--- src/rtl/contador_updown_m_if.sv ---
// Control and data bundle for the up/down modulo counter.
// The master side drives the controls and load data; the slave side is the counter.
interface contador_updown_m_if #(
   parameter int N = 4
);
   logic         zera;
   logic         ld;
   logic         ent;
   logic         enp;
   logic         up;
   logic [N-1:0] D;
   logic [N-1:0] Q;
   logic         rco;
   logic         wrap;

   modport master (
      output zera, ld, ent, enp, up, D,
      input  Q, rco, wrap
   );

   modport slave (
      input  zera, ld, ent, enp, up, D,
      output Q, rco, wrap
   );
endinterface

--- src/rtl/contador_updown_m.sv ---
// Parametrised up/down counter, modulo M, N bits wide.
// Keeps the 74163 control set: synchronous active-low load, and ent/enp
// count enables with a combinational ripple-carry output gated by ent.
// Adds async active-low clear, synchronous clear, direction and a
// registered one-cycle wrap pulse.
module contador_updown_m #(
   parameter int N = 4,
   parameter int M = 16
) (
   input logic                clock,
   input logic                clr,
   contador_updown_m_if.slave bus
);

   // Terminal count. M-1 always fits in N bits because M <= 2**N, so every
   // comparison below stays N bits wide and M == 2**N wraps naturally.
   localparam logic [N-1:0] LAST = N'(M - 1);

   logic [N-1:0] q_reg;
   logic         wrap_reg;
   logic         at_last;
   logic         at_zero;
   logic         past_last;
   logic         count_en;

   assign at_last   = (q_reg == LAST);
   assign at_zero   = (q_reg == '0);
   // Loaded values above M-1 are treated like the terminal count when counting up.
   assign past_last = (q_reg >= LAST);
   assign count_en  = bus.ent & bus.enp;

   // Counter state: async clear, then zera > load > count > hold on each edge.
   always_ff @(posedge clock or negedge clr) begin
      if (!clr) begin
         q_reg    <= '0;
         wrap_reg <= 1'b0;
      end else if (bus.zera) begin
         q_reg    <= '0;
         wrap_reg <= 1'b0;
      end else if (!bus.ld) begin
         q_reg    <= bus.D;
         wrap_reg <= 1'b0;
      end else if (count_en) begin
         if (bus.up) begin
            if (past_last) begin
               q_reg    <= '0;
               wrap_reg <= 1'b1;
            end else begin
               q_reg    <= q_reg + N'(1);
               wrap_reg <= 1'b0;
            end
         end else begin
            if (at_zero) begin
               q_reg    <= LAST;
               wrap_reg <= 1'b1;
            end else begin
               q_reg    <= q_reg - N'(1);
               wrap_reg <= 1'b0;
            end
         end
      end else begin
         wrap_reg <= 1'b0;
      end
   end

   // Ripple carry/borrow: only ent gates it, so cascaded stages chain through ent.
   always_comb begin
      bus.rco = bus.ent & ((bus.up & at_last) | (~bus.up & at_zero));
   end

   assign bus.Q    = q_reg;
   assign bus.wrap = wrap_reg;

endmodule

--- src/flat_wrapper.sv ---
// flat-port wrapper written by rule: the top's interface ports become plain ports
module contador_updown_m_flat 
#(
   parameter int N = 4,
   parameter int M = 16
)
  (clock, clr, bus_zera, bus_ld, bus_ent, bus_enp, bus_up, bus_D, bus_Q, bus_rco, bus_wrap);
  contador_updown_m_if #(.N(N)) bus_i ();
  input logic clock;
  input logic clr;
  input wire logic [$bits(bus_i.zera)-1:0] bus_zera;
  input wire logic [$bits(bus_i.ld)-1:0] bus_ld;
  input wire logic [$bits(bus_i.ent)-1:0] bus_ent;
  input wire logic [$bits(bus_i.enp)-1:0] bus_enp;
  input wire logic [$bits(bus_i.up)-1:0] bus_up;
  input wire logic [$bits(bus_i.D)-1:0] bus_D;
  output wire logic [$bits(bus_i.Q)-1:0] bus_Q;
  output wire logic [$bits(bus_i.rco)-1:0] bus_rco;
  output wire logic [$bits(bus_i.wrap)-1:0] bus_wrap;
  assign bus_i.zera = bus_zera;
  assign bus_i.ld = bus_ld;
  assign bus_i.ent = bus_ent;
  assign bus_i.enp = bus_enp;
  assign bus_i.up = bus_up;
  assign bus_i.D = bus_D;
  assign bus_Q = bus_i.Q;
  assign bus_rco = bus_i.rco;
  assign bus_wrap = bus_i.wrap;
  contador_updown_m #(.N(N), .M(M)) u_core (.clock(clock), .clr(clr), .bus(bus_i));
endmodule
--- config.mk ---
export PLATFORM = sky130hd
export DESIGN_NAME = contador_updown_m_flat
export DESIGN_NICKNAME = d
export VERILOG_FILES = /design/src/rtl/contador_updown_m_if.sv /design/src/rtl/contador_updown_m.sv /design/src/flat_wrapper.sv
export SDC_FILE = /design/constraint.sdc
export NUM_CORES = 1
export LEC_CHECK = 0
export ABC_CLOCK_PERIOD_IN_PS = 3080
export BUFFER_PORTS_ARGS = -buffer_cell sky130_fd_sc_hd__buf_2
export CORE_AREA = 2 2 39 41
export CTS_BUF_LIST = sky130_fd_sc_hd__clkbuf_4
export DETAILED_ROUTE_END_ITERATION = 12
export DIE_AREA = 0 0 41 43
export GPL_ROUTABILITY_DRIVEN = 0
export PLACE_DENSITY = 0.65
export SYNTH_ARGS = -nofsm -noshare
export SYNTH_HDL_FRONTEND = slang
export SYNTH_SLANG_ARGS = --single-unit
--- constraint.sdc ---
create_clock -name clock -period 3.08 [get_ports clock]
set_input_delay 0.616 -clock clock [delete_from_list [all_inputs] [get_ports clock]]
set_output_delay 0.616 -clock clock [all_outputs]
set_load 0.01 [all_outputs]
==> results of run 1 <==
==> through the flow <==
| step | instance area, um^2 | setup slack (ns) | hold WS [ns] | std cells |
|---|---|---|---|---|
| 2_1_floorplan | 430 | 1.21 | 0.320 | 48 |
| 3_3_place_gp | 512 | 1.12 | 0.436 | 78 |
| 3_5_place_dp | 512 | 1.10 | 0.438 | 78 |
| 4_1_cts | 542 | 0.825 | 0.176 | 82 |
| 5_1_grt | 542 | 0.712 | 0.182 | 82 |
| 6_report | 542 | 0.841 | 0.179 | 82 |
==> per-layer routing <==
| layer | vias up | share of wire (%) |
|---|---|---|
| li1 | 212 | - |
| met1 | 204 | 40 |
| met2 | 21 | 49 |
| met3 | 2 | 9.3 |
| met4 | 0 | 1.9 |
| met5 | - | 0 |
==> power groups by stage <==
stage,clock [mW],sequential [mW],combinational (mW)
after floorplan,0,0.0790,0.0375
after global placement,0,0.0787,0.0565
after detailed placement,0,0.0788,0.0570
after CTS,0.0879,0.0778,0.0573
after global routing,0.0896,0.0791,0.0635
final,0.0851,0.0780,0.0568
==> Yosys cell counts, drive strengths merged <==
cell | number | area [um^2]
nor2b | 1 | 6.26
a22o | 1 | 8.76
o32ai | 1 | 8.76
and2 | 1 | 6.26
nand2 | 3 | 11.3
xnor2 | 1 | 8.76
buf | 2 | 18.8
o21bai | 1 | 7.51
a32o | 1 | 10.0
o21ai | 1 | 5.00
inv | 4 | 15.0
and3b | 1 | 8.76
a211oi | 2 | 15.0
nand2b | 2 | 20.0
dfrtp | 5 | 125
nand3 | 1 | 5.00
nor4b | 1 | 8.76
nor3 | 1 | 10.0
mux2i | 1 | 10.0
nor2 | 5 | 21.3
and3 | 1 | 6.26
xor2 | 1 | 8.76
o311ai | 1 | 8.76
a21oi | 4 | 20.0
o221ai | 1 | 8.76
o311a | 1 | 10.0
ha | 3 | 37.5
==> cell type report <==
class | count | area [um^2]
inverters | 4 | 15.0
multi-input cells | 37 | 272
well taps | 16 | 20.0
flip-flops and latches | 5 | 125
repair buffers | 16 | 80.1
fillers | 158 | 842
clock buffers | 4 | 30.0
==> worst max-delay path, cell delays in order (launching register included) <==
cell and delay [ns]:
dfrtp_1 0.43, inv_1 0.14, ha_1 0.22, nand2b_4 0.06
o32ai_1 0.24, and2_1 0.16, buf_2 0.12
==> cells by family after synthesis <==
logic type,share of synthesized area [%]
AO/OA/AOI/OAI,23.8
XOR/XNOR,4.07
adder cells (fa/ha/maj),8.72
buffers and inverters,7.85
flip-flops,29.1
multiplexers,2.33
AND/OR/NAND/NOR,24.1
==> placed cells by master (no fill, tap or decap), drive strengths merged, types with 2 or more instances in the layout <==
cell	synthesis	layout
a211oi	2	2
a21oi	4	4
buf	2	16
clkbuf	0	4
dfrtp	5	5
ha	3	3
inv	4	4
nand2	3	3
nand2b	2	2
nor2	5	5
==> worst min-delay path by stage <==
| stage | slack (ns) | start | end | cells past startpoint |
|---|---|---|---|---|
| 6_report | 0.18 | clr | u_core.bus.Q[2] | 1 |
| 3_3_place_gp | 0.44 | clr | u_core.bus.Q[2] | 1 |
| 5_1_grt | 0.18 | clr | u_core.bus.Q[2] | 1 |
| 2_1_floorplan | 0.32 | clr | u_core.bus.Q[0] | 0 |
| 4_1_cts | 0.18 | clr | u_core.bus.Q[2] | 1 |
| 3_5_place_dp | 0.44 | clr | u_core.bus.Q[2] | 1 |
==> results.tsv, run 1 <==
stage	metric	value	unit
run_status	status	finished clean	
timing	final_hold_viol_count	0	
synth	seq_area_frac_synth	29.1	%
timing	tns	0	ns
pwr	power.total	0.220	mW
detailed_routing	drc_errors	0	
cts	clk_latency	0.24	ns
timing	slew-limit-headroom	77.5	%
pwr	powerDensity	406	nW/um^2
synth	synth_nets	62	
detailed_routing	via_per_inst	5.35	
timing	fmax	0.447	GHz
floorplan	die_area	1760	um^2
critical_path	reg2reg_slack	1.45	ns
layout	area_delta_synth_final	25.9	%
cts	cts_tree	yes	
synth	ys_ff_latch	5	
layout	n_antenna_cell	0	
cts	cts_made_buffers	3	
critical_path	crit_start	u_core.bus.Q[0]	
placed_design	place_hpwl	807	um
timing	tightest_slew	0.334	ns
cts	cts_setup_buffers	0	
timing	period_share	72.7	%
cts	cts-resized-gates	0	
detailed_routing	drt-pass1-iter-count	4	
pwr	combPwrFrac	25.8	%
floorplan	core_area	1380	um^2
critical_path	crit_fanout	7	
floorplan	ios	17	
run	drv_cap	0	
global_route	grt.busiest_layer	met2	
global_route	grt_overflow	0	
timing	fin_crit	2.24	ns
critical_path	crit_path_end_kind	output pin	
pwr	p_sw	0.0645	mW
critical_path	crit_type	flop to output pin	
detailed_routing	wl_per_cell	12.3	um
global_route	grt_pass1_vias	371	
global_route	met3_usage	1.57	%
layout	drive_gt1_share	34.8	%
floorplan	die_y	43	um
pwr	sequentialPowerShare	35.5	%
synth	post_synth.cell_area_avg	8.97	um^2
cts	h-tree-depth	1	
synth	synthCells	48	
pwr	leakage	0.267	nW
critical_path	worst-r2r-cell-count	6	
layout	final_util	39.2	%
synth	synth_cell_type_count	30	
critical_path	cp.arrival	1.62	ns
detailed_routing	finalWirelength	1010	um
floorplan	initial_core_util	31.1	%
global_route	use_met2	21.6	%
detailed_routing	initialDrtViolationCount	5	
timing	rsz0062_at_grt	no	
detailed_routing	antenna_left	0	
cts	cts-root-buf	clkbuf_4	
synth	netlist_area	430	um^2
timing	final.setup_skew	0.00138	ns
pwr	peakVddDrop	0.113	mV
cts	cts.clk_slew.worst_paths	0.04	ns
critical_path	crit_required	2.46	ns
pwr	pwr-share-clk	38.7	%
global_route	grt_usage	14.0	%
critical_path	r2r-end	u_core.bus.Q[3]	
global_route	antenna_found_initial	0	
placed_design	portBuffers	16	
detailed_routing	num_vias	439	
pwr	internal_power	0.155	mW
cts	clkSinkCount	5	
layout	largest_register_ffs	4	
floorplan	die_w	41	um
global_route	met1_usage	16.9	%
critical_path	worst_setup_path_start_kind	flop	
pwr	p_sw_share	29.3	%
layout	fin_nets	81	
timing	drv_slew	0	
timing	setup_violations	0	
critical_path	endpoint	bus_rco	
global_route	grt_pass1_wl	1620	um
floorplan	fp-row-count	14	
critical_path	timing.rr.start	u_core.bus.Q[1]	
min_path	hp-class	primary input to async pin	
global_route	grt_max_degree	11	
synth	yosysWarnings	0	
cts	cts_buffer_depth	2	
cts	hold_buffers	0	
Note: power is estimated with default switching activity, not from simulation.
==> run 2: changes to the inputs <==
--- a/config.mk
+++ b/config.mk
@@ -5,7 +5,7 @@
 export SDC_FILE = /design/constraint.sdc
 export NUM_CORES = 1
 export LEC_CHECK = 0
-export ABC_CLOCK_PERIOD_IN_PS = 3080
+export ABC_CLOCK_PERIOD_IN_PS = 2300
 export BUFFER_PORTS_ARGS = -buffer_cell sky130_fd_sc_hd__buf_2
 export CORE_AREA = 2 2 39 41
 export CTS_BUF_LIST = sky130_fd_sc_hd__clkbuf_4
==> constraint.sdc (replaced) <==
create_clock -name clock -period 2.3 [get_ports clock]
set_input_delay 0.46 -clock clock [delete_from_list [all_inputs] [get_ports clock]]
set_output_delay 0.46 -clock clock [all_outputs]
set_load 0.01 [all_outputs]
==> run 2 against run 1 <==
Compared with the run above:
- design area unchanged
- non-clock buffer count unchanged
- total power up 33%
- core utilization unchanged
- sequential share of layout area unchanged
- routed wire length down 6.9%
- clock power up 33%
- first-iteration DRC count up 60%
- critical endpoint unchanged
- setup slack worse by 0.62 ns
- register-to-register slack worse by 0.77 ns
==> results.tsv, run 2 (synthesis gave the netlist of run 1 again) <==
stage	metric	value	unit
run_status	status	finished clean	
cts	cts-root-buf	clkbuf_4	
global_route	antenna_found_initial	0	
layout	largest_register_ffs	4	
detailed_routing	via_per_inst	5.12	
critical_path	crit_path_end_kind	output pin	
detailed_routing	finalWirelength	937	um
layout	final_util	39.2	%
pwr	powerDensity	540	nW/um^2
layout	num-fill-cells	147	
cts	cts-resized-gates	0	
cts	cts_tree	yes	
timing	final.setup_skew	0.00133	ns
detailed_routing	drt-pass1-iter-count	4	
cts	hold_buffers	0	
global_route	grt_max_degree	11	
cts	cts_made_buffers	3	
floorplan	core_area	1380	um^2
cts	clk_latency	0.24	ns
global_route	grt_pass1_wl	1520	um
global_route	grt_usage	12.9	%
timing	rsz0062_at_grt	no	
detailed_routing	num_vias	420	
timing	holdWs	0.0202	ns
layout	area_delta_synth_final	25.9	%
layout	stdcell_count	82	
critical_path	crit_fanout	7	
timing	setup_violations	0	
global_route	grt_overflow	0	
pwr	leakage	0.267	nW
critical_path	critical_path_buf_inv_count	2	
critical_path	reg2reg_slack	0.68	ns
global_route	grt_pass1_vias	378	
timing	fmax	0.482	GHz
detailed_routing	antenna_left	0	
cts	cts_buffer_depth	2	
critical_path	path_delay_family	flip-flops	
pwr	peakVddDrop	0.159	mV
layout	most-common-layout-cells	16 x buf_2, 5 x dfrtp_1	
critical_path	crit_type	flop to output pin	
critical_path	cpMaxStageDelayCell	dfrtp_1	
layout	drive_gt1_share	34.8	%
layout	final_common_cell	buf_2	
cts	h-tree-depth	1	
detailed_routing	drc_errors	0	
timing	slew-limit-headroom	78.0	%
cts	clkSinkCount	5	
timing	fin_crit	2.08	ns
detailed_routing	initialDrtViolationCount	8	
cts	cts_setup_buffers	0	
critical_path	crit_required	1.84	ns
critical_path	worst_setup_path_start_kind	flop	
floorplan	fp-row-count	14	
placed_design	dp.cells	78	
detailed_routing	wl_per_cell	11.4	um
critical_path	max_stage_delay	0.43	ns
min_path	hp-class	primary input to async pin	
floorplan	initial_core_util	31.1	%
critical_path	cp.arrival	1.62	ns
floorplan	die_y	43	um
floorplan	die_area	1760	um^2
timing	period_share	90.2	%
timing	drv_slew	0	
layout	fin_nets	81	
timing	tightest_slew	0.326	ns
placed_design	place_hpwl	771	um
cts	cts.clk_slew.worst_paths	0.04	ns
placed_design	portBuffers	16	
timing	final_hold_viol_count	0	
run	drv_cap	0	
critical_path	path_cells	inv_1, ha_1, nand2b_4, o32ai_1, and2_1, buf_2	
floorplan	ios	17	
timing	tns	0	ns
layout	n_antenna_cell	0	
floorplan	die_w	41	um
run 2: cell counts in the layout (fill, tap and decap cells not counted):
Identical to the previous run, type by type.
run 2: path summary, 6_finish.rpt:
kind / depth (start not counted) / from / to
min in group clock: 2 / bus_zera / u_core.bus.Q[2]
setup reg to reg: 6 / u_core.bus.Q[1] / u_core.bus.Q[3]
max in group asynchronous: 1 / clr / u_core.bus.Q[0]
hold / removal: 1 / clr / u_core.bus.Q[2]
setup / recovery: 6 / u_core.bus.Q[0] / bus_rco
hold reg to reg: 1 / u_core.bus.Q[3] / u_core.bus.Q[3]
run 2: metal layers:
| metal | up-vias | track usage (%) | share of wire [%] |
|---|---|---|---|
| li1 | 211 | - | - |
| met1 | 192 | 16.5 | 45 |
| met2 | 15 | 19.4 | 49 |
| met3 | 2 | 3.14 | 4.3 |
| met4 | 0 | 6.00 | 1.5 |
| met5 | - | 0 | 0 |
run 2: layout make-up:
cell class / count / area [um^2] / area share [%]
repair buffers: 16 / 80.1 / 14.8
multi-input cells: 37 / 272 / 50.1
clock buffers: 4 / 30.0 / 5.54
inverters: 4 / 15.0 / 2.77
well taps: 16 / 20.0 / 3.70
flip-flops and latches: 5 / 125 / 23.1
run 2: where the power goes:
part / switching (mW) / internal, mW
registers: 0.0108 / 0.0938
clock network: 0.0359 / 0.0774
logic: 0.0380 / 0.0367
total: 0.0847 / 0.208
run 2: through the flow:
stage	area (um^2)	setup WS (ns)	total power, mW
after floorplan	430	0.586	0.156
after global placement	512	0.504	0.181
after detailed placement	512	0.481	0.181
after CTS	542	0.200	0.299
after global routing	542	0.0860	0.312
final	542	0.224	0.293
==> run 3: changes to the inputs <==
--- a/config.mk
+++ b/config.mk
@@ -5,6 +5,7 @@
 export SDC_FILE = /design/constraint.sdc
 export NUM_CORES = 1
 export LEC_CHECK = 0
+export ABC_AREA = 1
 export ABC_CLOCK_PERIOD_IN_PS = 2300
 export BUFFER_PORTS_ARGS = -buffer_cell sky130_fd_sc_hd__buf_2
 export CORE_AREA = 2 2 39 41
@@ -12,7 +13,7 @@
 export DETAILED_ROUTE_END_ITERATION = 12
 export DIE_AREA = 0 0 41 43
 export GPL_ROUTABILITY_DRIVEN = 0
-export PLACE_DENSITY = 0.65
+export PLACE_DENSITY = 0.66
 export SYNTH_ARGS = -nofsm -noshare
 export SYNTH_HDL_FRONTEND = slang
 export SYNTH_SLANG_ARGS = --single-unit
==> run 3 against run 2 <==
Compared with the run above:
- global-route usage grew 2.7 points
- sequential share of layout area down 0.62 points
- combinational power is 24% higher
- design area rose by 2.8%
==> results.tsv, run 3 <==
stage	metric	value	unit
synth	synth_cell_type_count	17	
synth	ys_ff_latch	5	
timing	tightest_slew	0.384	ns
critical_path	max_stage_delay	0.46	ns
floorplan	die_w	41	um
cts	clk_latency	0.24	ns
placed_design	placed_area	527	um^2
timing	final_hold_viol_count	0	
detailed_routing	num_vias	463	
floorplan	die_area	1760	um^2
critical_path	timing.rr.start	u_core.bus.Q[0]	
global_route	met1_usage	17.5	%
layout	final_area	557	um^2
placed_design	dp_slack	0.615	ns
synth	seq_area_frac_synth	28.6	%
synth	netlist_area	438	um^2
timing	setup_violations	0	
cts	cts_made_buffers	3	
global_route	grt_overflow	0	
timing	period_share	84.9	%
critical_path	crit_required	1.84	ns
synth	synth_top_family_by_area	simple AND/OR/NAND/NOR gates	
synth	synthFlopType	dfrtp_1	
critical_path	path_delay_family	flip-flops	
layout	area_delta_synth_final	27.1	%
timing	drv_slew	0	
floorplan	core_area	1380	um^2
global_route	grt.busiest_layer	met2	
placed_design	place_hpwl	876	um
floorplan	fp-row-count	14	
critical_path	crit_fanout	6	
floorplan	initial_core_util	31.6	%
run_status	status	finished clean	
layout	most-common-layout-cells	18 x nand2_1, 16 x buf_2, 10 x inv_1	
floorplan	die_y	43	um
critical_path	crit_path_end_kind	output pin	
synth	post_synth.cell_area_avg	6.74	um^2
layout	final_common_cell	nand2_1	
synth	post-synth-top-count-cell	nand2_1	
critical_path	worst_setup_path_start_kind	flop	
global_route	grt_pass1_vias	454	
detailed_routing	drc_errors	0	
cts	cts.clk_slew.worst_paths	0.05	ns
run	drv_cap	0	
detailed_routing	wl_per_cell	10.2	um
synth	yosysTopAreaCell	dfrtp_1	
critical_path	crit_start	u_core.bus.Q[1]	
synth	synth.area.top_cells	dfrtp_1 29%, nand2_1 15%, ha_1 8.6%	
timing	worst_slack	0.346	ns
layout	n_antenna_cell	0	
synth	synth.area.mux_share	0	%
synth	yosys-top-cells-count	18 x nand2_1, 10 x inv_1, 6 x nand3_1, 6 x nor2_1, 5 x dfrtp_1	
layout	drive_gt1_share	29.8	%
cts	cts_buffer_depth	2	
cts	h-tree-depth	1	
layout	largest_register_ffs	4	
detailed_routing	finalWirelength	1020	um
global_route	grt_max_degree	10	
timing	tns	0	ns
timing	fmax	0.512	GHz
global_route	use_met2	25.9	%
synth	synth_nets	79	
cts	cts-resized-gates	0	
pwr	leakage	0.329	nW
timing	rsz0062_at_grt	no	
synth	synth_top_area_share	28.6	%
critical_path	crit_type	flop to output pin	
cts	hold_buffers	0	
critical_path	cpMaxStageDelayCell	dfrtp_1	
cts	cts_setup_buffers	0	
synth	synth-compound-area-share	11.1	%
placed_design	portBuffers	16	
detailed_routing	antenna_left	0	
synth	synthCells	65	
detailed_routing	initialDrtViolationCount	4	
critical_path	critical_path_buf_inv_count	1	
timing	final.setup_skew	0.00291	ns
pwr	powerDensity	573	nW/um^2
cts	cts_tree	yes	
synth	synthArstFlopShare	100	%
pwr	peakVddDrop	0.299	mV
global_route	grt_pass1_wl	1840	um
timing	fin_crit	1.95	ns
synth	synthAdderAreaFrac	8.57	%
detailed_routing	via_per_inst	4.63	
global_route	met3_usage	4.71	%
synth	yosys.area_share.xor_xnor	2.00	%
layout	fin_nets	99	
synth	synthSimpleGateAreaFrac	38.6	%
synth	yosysWarnings	0	
cts	clkSinkCount	5	
global_route	antenna_found_initial	0	
global_route	grt_usage	15.6	%
synth	synth-edff-count	0	
critical_path	path_cells	ha_1, nand2_2, o21ai_0, nand2_1, nor2_1, buf_2	
timing	slew-limit-headroom	74.4	%
cts	cts-root-buf	clkbuf_4	
critical_path	cp.arrival	1.49	ns
min_path	hp-class	primary input to async pin	
floorplan	ios	17	
detailed_routing	drt-pass1-iter-count	4	
==> run 3: kinds of logic after synthesis <==
| family | Yosys count |
|---|---|
| DFF | 5 |
| buffers and inverters | 11 |
| AOI/OAI and AO/OA | 9 |
| xor gates and xnor gates | 1 |
| and+or+nand+nor | 36 |
| adders and majority gates | 3 |
==> run 3: layout make-up <==
type	count	area, um^2
fillers	152	827
multi-input cells	49	264
flip-flops and latches	5	125
repair buffers	16	80.1
inverters	10	37.5
clock buffers	4	30.0
well taps	16	20.0
==> run 3: worst paths after layout <==
path	endpoint	depth (start not counted)	slack, ns
max reg2reg	u_core.bus.Q[1]	6	0.92
min reg2reg	u_core.bus.Q[3]	2	0.62
min in group clock	u_core.bus.wrap	2	0.41
max	bus_rco	6	0.35
min	u_core.bus.Q[3]	1	0.03
max in group asynchronous	u_core.bus.Q[1]	1	2.14
==> run 3: per-stage QoR <==
stage | hold slack [ns] | instances | util (%) | power [mW]
4_1_cts | 0.0224 | 100 | 40.2 | 0.323
3_5_place_dp | 0.282 | 96 | 38.1 | 0.208
2_1_floorplan | 0.164 | 65 | - | 0.176
6_report | 0.0276 | 100 | 40.2 | 0.319
5_1_grt | 0.0334 | 100 | 40.2 | 0.342
3_3_place_gp | 0.280 | 96 | 38.1 | 0.206
==> run 3: metal layers <==
| metal | routed length, um | part of all wire, % |
|---|---|---|
| met4 | 9 | 0.88 |
| met1 | 426 | 42 |
| met3 | 42 | 4.1 |
| met5 | 0 | 0 |
| met2 | 541 | 53 |
==> run 3: worst register-to-register path: stages, from the launching register on <==
cell and delay (ns):
dfrtp_1 0.43, inv_1 0.14, ha_1 0.33, a21oi_1 0.12, o21ai_0 0.09, o2111ai_1 0.07
o21ai_1 0.08
==> run 3: power by group <==
| part | total [mW] | internal (mW) | switching [mW] |
|---|---|---|---|
| clock network | 0.113 | 0.0773 | 0.0359 |
| registers | 0.113 | 0.0960 | 0.0172 |
| logic | 0.0927 | 0.0391 | 0.0536 |
